`src/rtl/at_decoder.sv`:
```
// Register-address and hazard-class decoder for the Decode stage.
// Stateless: A1/A2/A3/ic are a pure function of Instr.
module at_decoder (
    input  logic        Clk,
    input  logic        Reset,
    input  logic [31:0] Instr,
    output logic [4:0]  A1,
    output logic [4:0]  A2,
    output logic [4:0]  A3,
    output logic [3:0]  ic
);

    localparam logic [3:0] IC_NONE  = 4'd0;
    localparam logic [3:0] IC_CAL_R = 4'd1;
    localparam logic [3:0] IC_CAL_I = 4'd2;
    localparam logic [3:0] IC_LOAD  = 4'd3;
    localparam logic [3:0] IC_STORE = 4'd4;
    localparam logic [3:0] IC_B     = 4'd5;
    localparam logic [3:0] IC_JR    = 4'd6;
    localparam logic [3:0] IC_JAL   = 4'd7;
    localparam logic [3:0] IC_JALR  = 4'd8;

    localparam logic [4:0] REG_RA   = 5'd31;

    logic [5:0] op;
    logic [5:0] funct;
    logic [4:0] rs;
    logic [4:0] rt;
    logic [4:0] rd;

    assign op    = Instr[31:26];
    assign rs    = Instr[25:21];
    assign rt    = Instr[20:16];
    assign rd    = Instr[15:11];
    assign funct = Instr[5:0];

    // Clock, reset and shamt take no part in the decode.
    logic unused_inputs;
    assign unused_inputs = ^{Clk, Reset, Instr[10:6]};

    always_comb begin
        A1 = 5'd0;
        A2 = 5'd0;
        A3 = 5'd0;
        ic = IC_NONE;
        // The all-zero word would otherwise decode as sll $0,$0,0.
        if (Instr != 32'h0000_0000) begin
            case (op)
                6'h00: begin
                    case (funct)
                        6'h20, 6'h21, 6'h22, 6'h23, 6'h24, 6'h25, 6'h26,
                        6'h27, 6'h2A, 6'h2B, 6'h04, 6'h06, 6'h07: begin
                            ic = IC_CAL_R;
                            A1 = rs;
                            A2 = rt;
                            A3 = rd;
                        end
                        6'h00, 6'h02, 6'h03: begin
                            ic = IC_CAL_R;
                            A2 = rt;
                            A3 = rd;
                        end
                        6'h08: begin
                            ic = IC_JR;
                            A1 = rs;
                        end
                        6'h09: begin
                            ic = IC_JALR;
                            A1 = rs;
                            A3 = rd;
                        end
                        default: ;
                    endcase
                end
                6'h08, 6'h09, 6'h0A, 6'h0B, 6'h0C, 6'h0D, 6'h0E: begin
                    ic = IC_CAL_I;
                    A1 = rs;
                    A3 = rt;
                end
                6'h0F: begin
                    ic = IC_CAL_I;
                    A3 = rt;
                end
                6'h20, 6'h21, 6'h23, 6'h24, 6'h25: begin
                    ic = IC_LOAD;
                    A1 = rs;
                    A3 = rt;
                end
                6'h28, 6'h29, 6'h2B: begin
                    ic = IC_STORE;
                    A1 = rs;
                    A2 = rt;
                end
                6'h04, 6'h05: begin
                    ic = IC_B;
                    A1 = rs;
                    A2 = rt;
                end
                6'h06, 6'h07: begin
                    ic = IC_B;
                    A1 = rs;
                end
                // REGIMM: only bltz/bgez are recognised.
                6'h01: begin
                    if (rt == 5'd0 || rt == 5'd1) begin
                        ic = IC_B;
                        A1 = rs;
                    end
                end
                6'h03: begin
                    ic = IC_JAL;
                    A3 = REG_RA;
                end
                default: ;
            endcase
        end
    end

endmodule

```
`config.mk`:
```
export PLATFORM = sky130hd
export DESIGN_NAME = at_decoder
export DESIGN_NICKNAME = d
export VERILOG_FILES = /design/src/rtl/at_decoder.sv
export SDC_FILE = /design/constraint.sdc
export NUM_CORES = 1
export LEC_CHECK = 0
export CAP_MARGIN = 20
export CORE_MARGIN = 10
export CORE_UTILIZATION = 35
export DETAILED_ROUTE_END_ITERATION = 10
export PLACE_DENSITY = 0.93
export SYNTH_ARGS = -nofsm -noshare
export SYNTH_HDL_FRONTEND = slang
export SYNTH_SLANG_ARGS = --single-unit
```
`constraint.sdc`:
```
create_clock -name vclk -period 6.1
set_input_delay 1.525 -clock vclk [all_inputs]
set_output_delay 1.525 -clock vclk [all_outputs]
set_load 0.01 [all_outputs]
```
### After elaboration in Yosys (flattened, before gate mapping)

Cells that the tools add are included.

| word-level totals | value |
|---|---|
| register bits after elaboration | 0 |
| input bits | 34 |
| output and inout port bits | 19 |
| logic and storage cells | 69 |

| operators by class | value |
|---|---|
| equality and inequality tests | 40 |
| multiplexer cells | 14 |
| reduce and logical (&&, ||, !) cells | 15 |

Operators with widths:

| kind | number |
|---|---|
| equality test 6 bit (second input constant) | 18 |
| equality test 6 x 4 -> 1 bit (second input constant) | 10 |
| equality test 6 x 3 -> 1 bit (second input constant) | 7 |
| 2-to-1 mux 5 bit | 7 |
| nonzero test 32 bit | 1 |
| case mux 5 bit (3 select lines) | 2 |
| case mux 4 bit (7 select lines) | 1 |
| OR reduction 19 bit | 1 |
| equality test 6 x 2 -> 1 bit (second input constant) | 3 |
| OR reduction 17 bit | 1 |
| OR reduction 16 bit | 1 |
| OR reduction 15 bit | 1 |
| OR reduction 13 bit | 1 |
| zero test 6 bit | 2 |
| case mux 4 bit (3 select lines) | 1 |
| case mux 5 bit (2 select lines) | 1 |
| OR reduction 5 bit | 2 |
| OR reduction 8 bit | 1 |
| equality test 6 x 1 -> 1 bit (second input constant) | 1 |
| equality test 5 x 1 -> 1 bit (second input constant) | 1 |
| zero test 5 bit | 1 |
| 2-to-1 mux 4 bit | 1 |
| OR reduction 4 bit | 1 |
| 2-to-1 mux 3 bit | 1 |
| 2 further kinds | 2 |

### Logic depth before layout (Yosys ltp)

Gate-level depths: netlist (run 1).

| depth | value |
|---|---|
| word-level depth | 5 |
| depth in mapped cells | 6 |
| mapped depth without buffers | 4 |

### Worst setup path before layout (run 1)

Ideal clock, no wire load.

| timing path | value |
|---|---|
| path type | input port to output port |
| from | in Instr[29] |
| to | out A2[0] |
| arrival time | 2,898 ps |
| required time | 4,575 ps |
| slack | 1,677 ps |
| stages | 6 |
| path buffers | 2 |
| cells stage by stage | clkbuf_1 -> or3_4 -> buf_6 -> nor3_4 -> o211ai_2 -> a21boi_0 |

| between the ends | value |
|---|---|
| longest elaborated chain between the ends | 4 |
| elaborated cells between the ends (all ways) | 10 |
| classes of those cells | eq/ne: 5; mux: 2; reduce/logical: 3 |

Ends and longest elaborated chain:

| element | RTL line | text |
|---|---|---|
| start, declared | 6 | `input logic [31:0] Instr,` |
| equality test 6 x 3 -> 1 bit or equality test 6 bit (tied branches) | 48 | `case (op)` |
| OR reduction 5 bit (no line) | - |  |
| case mux 5 bit (2 select lines) | 48 |  |
| 2-to-1 mux 5 bit (*) | 47 | `if (Instr != 32'h0000_0000) begin` |
| end, declared | 8 | `output logic [4:0] A2,` |

Mark *: on every way between the ends. The rest lies on a longest branch, timed or not.

### Worst setup path after layout (run 1)

| timing path | value |
|---|---|
| from | in Instr[31] |
| to | out ic[0] |

| between the ends | value |
|---|---|
| longest elaborated chain between the ends | 4 |
| elaborated cells between the ends (all ways) | 30 |
| classes of those cells | eq/ne: 22; mux: 2; reduce/logical: 6 |

Ends and longest elaborated chain:

| element | RTL line | text |
|---|---|---|
| equality test 6 x 4 -> 1 bit, or another cell as far along | 48 |  |
| OR reduction 8 bit (no line), or another cell as far along | - |  |
| case mux 4 bit (7 select lines) | 48 |  |
| 2-to-1 mux 4 bit (*) | 47 |  |
| end, declared | 10 | `output logic [3:0] ic` |

Marked as above.

==> impl_metrics.yaml, run 1 <==
global_route:
  grt_pass1_vias: 863
  grt_max_degree: 11
  grt_pass1_wl_mm: 4.58
  grt_antenna_before_repair: 0
  grt_usage_pct: 13.4
  gr-total-overflow: 0
status:
  outcome: "completed"
timing:
  finalCritPeriodShare_pct: 90.2
  finalCriticalPeriod_ns: 5.50
  tightest_slew_ns: 0.573
  rsz0062_at_grt: "no"
  max_freq_mhz: 182
  maxSlewViolCount: 0
  setup_viol: 0
  relSlewSlack_pct: 61.4
  finalHoldViolations: 0
  layout_setup_ws_ns: 0.600
  tns_ns: 0
floorplanning:
  dieArea_um2: 3900
  die_h_um: 62.4
  io_pins: 53
  std_cell_rows: 15
  die_w_um: 62.4
  core_um2: 1730
  start_util_pct: 36.5
synthesis:
  synthTopCellsByCount: "nand2_1 (12), a21boi_0 (6), nor4_1 (6)"
  ys_types: 38
  yosysWarnings: 0
  synth_area_um2: 631
  syn_area_per_cell_um2: 6.85
  ys_top_cells_by_area: "a221o_2 (8.9%), a21boi_0 (7.1%), nand2_1 (7.1%)"
  syn_inst: 92
  ys_seq_area_share_pct: 0
  yosysTopAreaCell: "a221o_2"
  synth_top_cell_area_share_pct: 8.93
  synth.most_common_cell: "nand2_1"
  synth_nets: 126
pwr:
  p_seq_share_pct: 0
  switchingPower_uw: 29.0
  max-vdd-ir-drop_mv: 0.0252
  powerDensity_nw_per_um2: 58.8
  p_int_uw: 38.0
  pwr-share-clk_pct: 0
  combPwrFrac_pct: 100.0
  p_leak_nw: 0.385
  p_sw_share_pct: 43.2
  power_uw: 67.0
route:
  routed-wl-met2_mm: 1.48
  viasPerCell: 5.83
  drcViolationCount: 0
  routed_wirelength_mm: 2.84
  wire_per_inst_um: 17.4
  highest_layer: "met4"
  drtPass1Iterations: 4
  detail-route-antenna-nets: 0
  m1WireLength_mm: 1.25
  drt_iter0_drc: 31
  dr_total_vias: 950
  route.met3.wl_um: 108
worst_setup_path:
  worstSetupStartpointType: "primary input"
  cp-end-kind: "output port"
  path_class: "primary input to output port"
  arrival_ns: 3.97
  cp.required_ns: 4.58
  worst-path-max-fanout: 9
layout:
  multi_input_area_um2: 579
  clkbuf_count: 0
  fin_cells: 163
  drive_above_1_share_pct: 10.9
  area_growth_pct: 80.8
  design.seq.count: 0
  regArea_um2: 0
  nFillCells: 169
  num-nets-final: 174
  diodes: 0
clock_tree:
  postCtsSetupBuffers: 0
  cts_hold_buffers: 0
  cts_resized: 0
run:
  max_cap_viol_count: 0
placed_design:
  hpwl_mm: 2.40
  dp_slack_ns: 0.643
  placed_cells: 163
  gp_congestion: 0.924
  numPortBuffers: 51
min_path:
  hold_class: "primary input to output port"
==> per-layer routing <==
layer	track usage (%)	vias up
met3	0.358	2
met1	18.5	444
met2	23.6	38
li1	-	466
met4	0	0
met5	0	-
==> worst paths after layout <==
path                  slack (ns)  endpoint  cells after the start  startpoint
worst max-delay path        0.60     ic[0]                      6   Instr[31]
worst min-delay path        4.11     A1[4]                      4   Instr[25]
==> worst max-delay path: stages <==
cell	delay [ns]
clkdlybuf4s50_1	0.55
or3_4	0.50
nor3_4	0.31
o211ai_2	0.24
a311oi_2	0.26
clkdlybuf4s50_1	0.59
==> cells in the final DEF (no fill, tap or decap) <==
cell             count
o21ba_2              1
o311ai_0             1
nor2_1               5
a21oi_1              5
a311o_1              1
nor2b_1              2
a21o_2               1
a41o_1               1
clkdlybuf4s50_1     51
or3b_2               2
o211ai_2             1
nor3_4               1
o21ai_0              5
nand4_1              1
a221o_2              5
or3_4                1
nand3_1              1
inv_1                3
a211o_1              1
nor4_1               6
nand2b_1             4
o2111ai_1            5
nand2_1             12
and3_1               1
a21boi_1             1
o311a_2              1
o211ai_1             1
a21boi_0             6
nand4b_1             1
buf_4                1
nor3_1               2
or2b_1               1
a311oi_2             1
nand3b_1             2
o21a_1               1
a2bb2oi_1            1
o21bai_1             2
==> power by group through the flow <==
stage | clock, mW | sequential [mW] | combinational, mW
global route | 0 | 0 | 0.0718
global placement | 0 | 0 | 0.0653
floorplan | 0 | 0 | 0.0279
finish | 0 | 0 | 0.0670
CTS | 0 | 0 | 0.0666
detailed placement | 0 | 0 | 0.0663
==> cells by family after synthesis <==
| kind of cell | count (synthesis) | synth area share (%) |
|---|---|---|
| compound gates | 41 | 53.4 |
| buf+inv | 9 | 8.14 |
| simple gates | 42 | 38.5 |
==> per-stage QoR <==
step	utilization, %	hold slack, ns	area, um2
after global placement	66.0	4.10	1140
after CTS	66.0	4.11	1140
after floorplan	-	3.14	631
after detailed placement	66.0	4.11	1140
final	66.0	4.11	1140
after global routing	66.0	4.13	1140
==> area by class of cell <==
| cell class | instances | share of cell area [%] |
|---|---|---|
| Inverter | 3 | 0.988 |
| Multi-Input combinational cell | 83 | 50.8 |
| Tap cell | 25 | 2.74 |
| Timing Repair Buffer | 52 | 45.4 |
No activity file was read; power rests on OpenSTA's default activity.
==> run 2, diff against run 1 <==
--- a/config.mk
+++ b/config.mk
@@ -7,9 +7,10 @@
 export LEC_CHECK = 0
 export CAP_MARGIN = 20
 export CORE_MARGIN = 10
-export CORE_UTILIZATION = 35
+export CORE_UTILIZATION = 34
 export DETAILED_ROUTE_END_ITERATION = 10
-export PLACE_DENSITY = 0.93
+export PLACE_DENSITY = 0.85
+export SETUP_SLACK_MARGIN = 0.3
 export SYNTH_ARGS = -nofsm -noshare
 export SYNTH_HDL_FRONTEND = slang
 export SYNTH_SLANG_ARGS = --single-unit
==> constraint.sdc (replaced) <==
create_clock -name vclk -period 5.1
set_input_delay 1.275 -clock vclk [all_inputs]
set_output_delay 1.275 -clock vclk [all_outputs]
set_load 0.01 [all_outputs]
==> impl_metrics.yaml, run 2 (synthesis gave the netlist of run 1 again) <==
timing:
  relSlewSlack_pct: 68.6
  tightest_slew_ns: 0.465
  finalCritPeriodShare_pct: 92.0
  finalCriticalPeriod_ns: 4.69
  finalHoldViolations: 0
  setup_viol: 0
  tns_ns: 0
  max_freq_mhz: 213
  maxSlewViolCount: 0
  rsz0062_at_grt: "yes"
route:
  wire_per_inst_um: 16.8
  routed_wirelength_mm: 2.76
  viasPerCell: 5.64
  detail-route-antenna-nets: 0
  dr_total_vias: 931
  drcViolationCount: 0
  drt_iter0_drc: 38
  drtPass1Iterations: 4
layout:
  nFillCells: 164
  mostFrequentLayoutCell: "clkdlybuf4s50_1"
  multi_input_area_um2: 598
  area_growth_pct: 87.3
  design.seq.count: 0
  num-nets-final: 176
  diodes: 0
  regArea_um2: 0
  clkbuf_count: 0
  final_cell_mix: "clkdlybuf4s50_1 (48), nand2_1 (12)"
  drive_above_1_share_pct: 15.0
floorplanning:
  dieArea_um2: 3980
  io_pins: 53
  core_um2: 1750
  start_util_pct: 36.1
  die_w_um: 63.1
  std_cell_rows: 15
  die_h_um: 63.1
worst_setup_path:
  slowest_delay_ns: 0.58
  path_class: "primary input to output port"
  crit_start: "Instr[28]"
  cp.required_ns: 3.83
  arrival_ns: 3.42
  worst-path-max-fanout: 7
  cp-end-kind: "output port"
  critPathSlowestCell: "clkdlybuf4s50_1"
  crit_chain: "clkdlybuf4s50_1 > or3_4 > nand4b_1 > o21ba_2 > o211ai_1 > clkdlybuf4s50_1"
  crit_path_frequent_cell: "clkdlybuf4s50_1"
  worstSetupStartpointType: "primary input"
global_route:
  grt_max_degree: 11
  gr-total-overflow: 0
  grt_usage_pct: 13.0
  grt_pass1_wl_mm: 4.52
  grt_antenna_before_repair: 0
  grt_pass1_vias: 892
placed_design:
  numPortBuffers: 51
  hpwl_mm: 2.34
  gp_congestion: 0.844
min_path:
  hp-start: "Instr[29]"
  worstHoldEndpoint: "ic[0]"
  min_path_cells: 4
  hold_class: "primary input to output port"
pwr:
  powerDensity_nw_per_um2: 69.0
  power_uw: 81.4
  p_leak_nw: 0.433
  max-vdd-ir-drop_mv: 0.0332
run:
  max_cap_viol_count: 0
clock_tree:
  cts_hold_buffers: 0
status:
  outcome: "completed"
-- run 2: layer usage --
layer	track usage (%)	up-vias	wire, um
met4	0	0	0
li1	-	474	-
met5	0	-	0
met1	17.5	430	1230
met3	1.41	0	116
met2	22.6	27	1420
-- run 2: what timing repair did --
action / 4_1_cts / 5_1_grt
gates resized for setup: 0 / 9
endpoints found under the setup margin: 0 / 18
setup buffers: 0 / 0
-- run 2: critical path, delay by kind of cell --
family | cells | cell delay, ns
and+or+nand+nor | 2 | 0.71
AOI/OAI and AO/OA | 2 | 0.36
buffers and inverters | 2 | 1.07
-- run 2: where the power goes --
| part | total [mW] | internal (mW) | switching [mW] |
|---|---|---|---|
| clock | 0 | 0 | 0 |
| sequential | 0 | 0 | 0 |
| combinational | 0.0814 | 0.0467 | 0.0347 |
| total | 0.0814 | 0.0467 | 0.0347 |
-- run 2: layout make-up --
class,instances,area share (%)
tap,25,2.65
inverter,3,0.953
multi-input combinational,83,50.6
timing repair buffer,54,45.8
-- run 2: stage by stage --
stage	util (%)	setup slack, ns	cell area, um2	instances	hold slack, ns
6_report	67.7	0.405	1180	165	3.26
5_1_grt	67.7	0.287	1180	165	3.33
4_1_cts	66.2	0.317	1150	165	3.60
3_5_place_dp	66.2	0.307	1150	165	3.60
3_3_place_gp	66.2	0.330	1150	165	3.59
2_1_floorplan	-	1.18	631	92	2.64
-- run 2: how the worst max path moves through the flow --
stage             to  slack (ns)
2_1_floorplan  A2[0]        1.18
4_1_cts        ic[0]        0.32
6_report       ic[2]        0.41
3_5_place_dp   ic[0]        0.31
3_3_place_gp   A3[3]        0.33
5_1_grt        A2[2]        0.29
==> run 3, diff against run 2 <==
--- a/config.mk
+++ b/config.mk
@@ -6,10 +6,12 @@
 export NUM_CORES = 1
 export LEC_CHECK = 0
 export CAP_MARGIN = 20
+export CELL_PAD_IN_SITES_DETAIL_PLACEMENT = 0
+export CELL_PAD_IN_SITES_GLOBAL_PLACEMENT = 1
 export CORE_MARGIN = 10
-export CORE_UTILIZATION = 34
+export CORE_UTILIZATION = 21
 export DETAILED_ROUTE_END_ITERATION = 10
-export PLACE_DENSITY = 0.85
+export PLACE_DENSITY = 0.87
 export SETUP_SLACK_MARGIN = 0.3
 export SYNTH_ARGS = -nofsm -noshare
 export SYNTH_HDL_FRONTEND = slang
==> impl_metrics.yaml, run 3 (synthesis gave the netlist of run 1 again) <==
layout:
  num-nets-final: 180
  mostFrequentLayoutCell: "clkdlybuf4s50_1"
  clkbuf_count: 0
  regArea_um2: 0
  diodes: 0
  drive_above_1_share_pct: 16.0
  area_growth_pct: 95.8
  design.seq.count: 0
  final_cell_mix: "clkdlybuf4s50_1 (40), nand2_1 (12), dlymetal6s2s_1 (10)"
status:
  outcome: "completed"
global_route:
  gr-total-overflow: 0
  grt_max_degree: 11
  grt_pass1_vias: 945
  grt_usage_pct: 9.24
  grt_antenna_before_repair: 0
  grt_pass1_wl_mm: 4.44
route:
  viasPerCell: 5.42
  wire_per_inst_um: 16.4
  routed_wirelength_mm: 2.87
  drtPass1Iterations: 4
  drt_iter0_drc: 30
  detail-route-antenna-nets: 0
  dr_total_vias: 948
  drcViolationCount: 0
floorplanning:
  start_util_pct: 22.5
  io_pins: 53
  std_cell_rows: 19
  core_um2: 2810
  die_w_um: 74.8
  die_h_um: 74.8
  dieArea_um2: 5600
min_path:
  hold_class: "primary input to output port"
timing:
  tns_ns: 0
  finalHoldViolations: 0
  setup_viol: 0
  rsz0062_at_grt: "no"
  finalCritPeriodShare_pct: 92.3
  max_freq_mhz: 212
  tightest_slew_ns: 0.597
  maxSlewViolCount: 0
  finalCriticalPeriod_ns: 4.71
  relSlewSlack_pct: 59.8
worst_setup_path:
  endpoint: "A3[0]"
  arrival_ns: 3.43
  path_class: "primary input to output port"
  worst-path-max-fanout: 10
  cp.required_ns: 3.83
  worstSetupStartpointType: "primary input"
  cp-end-kind: "output port"
  crit_start: "Instr[3]"
pwr:
  p_leak_nw: 0.573
  powerDensity_nw_per_um2: 66.2
  power_uw: 81.8
  max-vdd-ir-drop_mv: 0.0259
placed_design:
  hpwl_mm: 2.43
  numPortBuffers: 51
  gp_congestion: 0.758
run:
  max_cap_viol_count: 0
==> run 3: cell count changes in the layout (fill, tap and decap cells not counted), sizes merged <==
cell	previous run	this run
dlymetal6s2s	3	10
buf	3	7
clkdlybuf4s50	48	40
dlygate4sd2	0	1
==> run 3: critical path, cell delays in order <==
cell and delay (ns):
clkdlybuf4s50_1 0.64, a21boi_1 0.17, o311a_2 0.45, a221o_2 0.40, clkdlybuf4s50_1 0.49
==> run 3: area by class of cell <==
class | count | area (um2)
multi-input combinational | 83 | 598
tap | 31 | 38.8
timing repair buffer | 58 | 587
inverter | 3 | 11.3
fill | 299 | 1570
==> run 3: how the worst min path moves through the flow <==
stage              start    end  cells after the start
3_5_place_dp   Instr[25]  A1[4]                      4
5_1_grt        Instr[28]  ic[0]                      5
6_report       Instr[28]  ic[0]                      5
4_1_cts        Instr[18]  A2[2]                      3
3_3_place_gp   Instr[24]  A1[3]                      4
2_1_floorplan   Instr[0]  ic[3]                      2
==> run 3: stage by stage <==
step | setup slack (ns) | instance area (um2) | hold WS (ns) | utilization [%] | cells
3_3_place_gp | 0.324 | 1170 | 3.61 | 41.7 | 172
6_report | 0.393 | 1230 | 3.23 | 44.0 | 175
5_1_grt | 0.311 | 1230 | 3.28 | 44.0 | 175
2_1_floorplan | 1.18 | 631 | 2.64 | - | 92
4_1_cts | 0.303 | 1170 | 3.61 | 41.7 | 172
3_5_place_dp | 0.283 | 1170 | 3.60 | 41.7 | 172
==> run 3: per-layer routing <==
metal,global-route usage [%],wire length [um],up-vias
met5,0,0,-
met1,11.1,1150,437
li1,-,-,477
met2,16.3,1370,34
met3,3.42,349,0
met4,0,0,0
==> run 3: repair_timing <==
item | in CTS | in global routing
pin swaps | 0 | 2
gates resized for setup | 1 | 15
endpoints found under the setup margin | 1 | 16
buffers inserted | 0 | 3
hold buffers | 0 | 0
==> run 3: power breakdown <==
group	leakage [nW]	total, mW	internal (mW)	switching, mW
clock	0	0	0	0
sequential	0	0	0	0
combinational	0.573	0.0818	0.0468	0.0350
total	0.573	0.0818	0.0468	0.0350
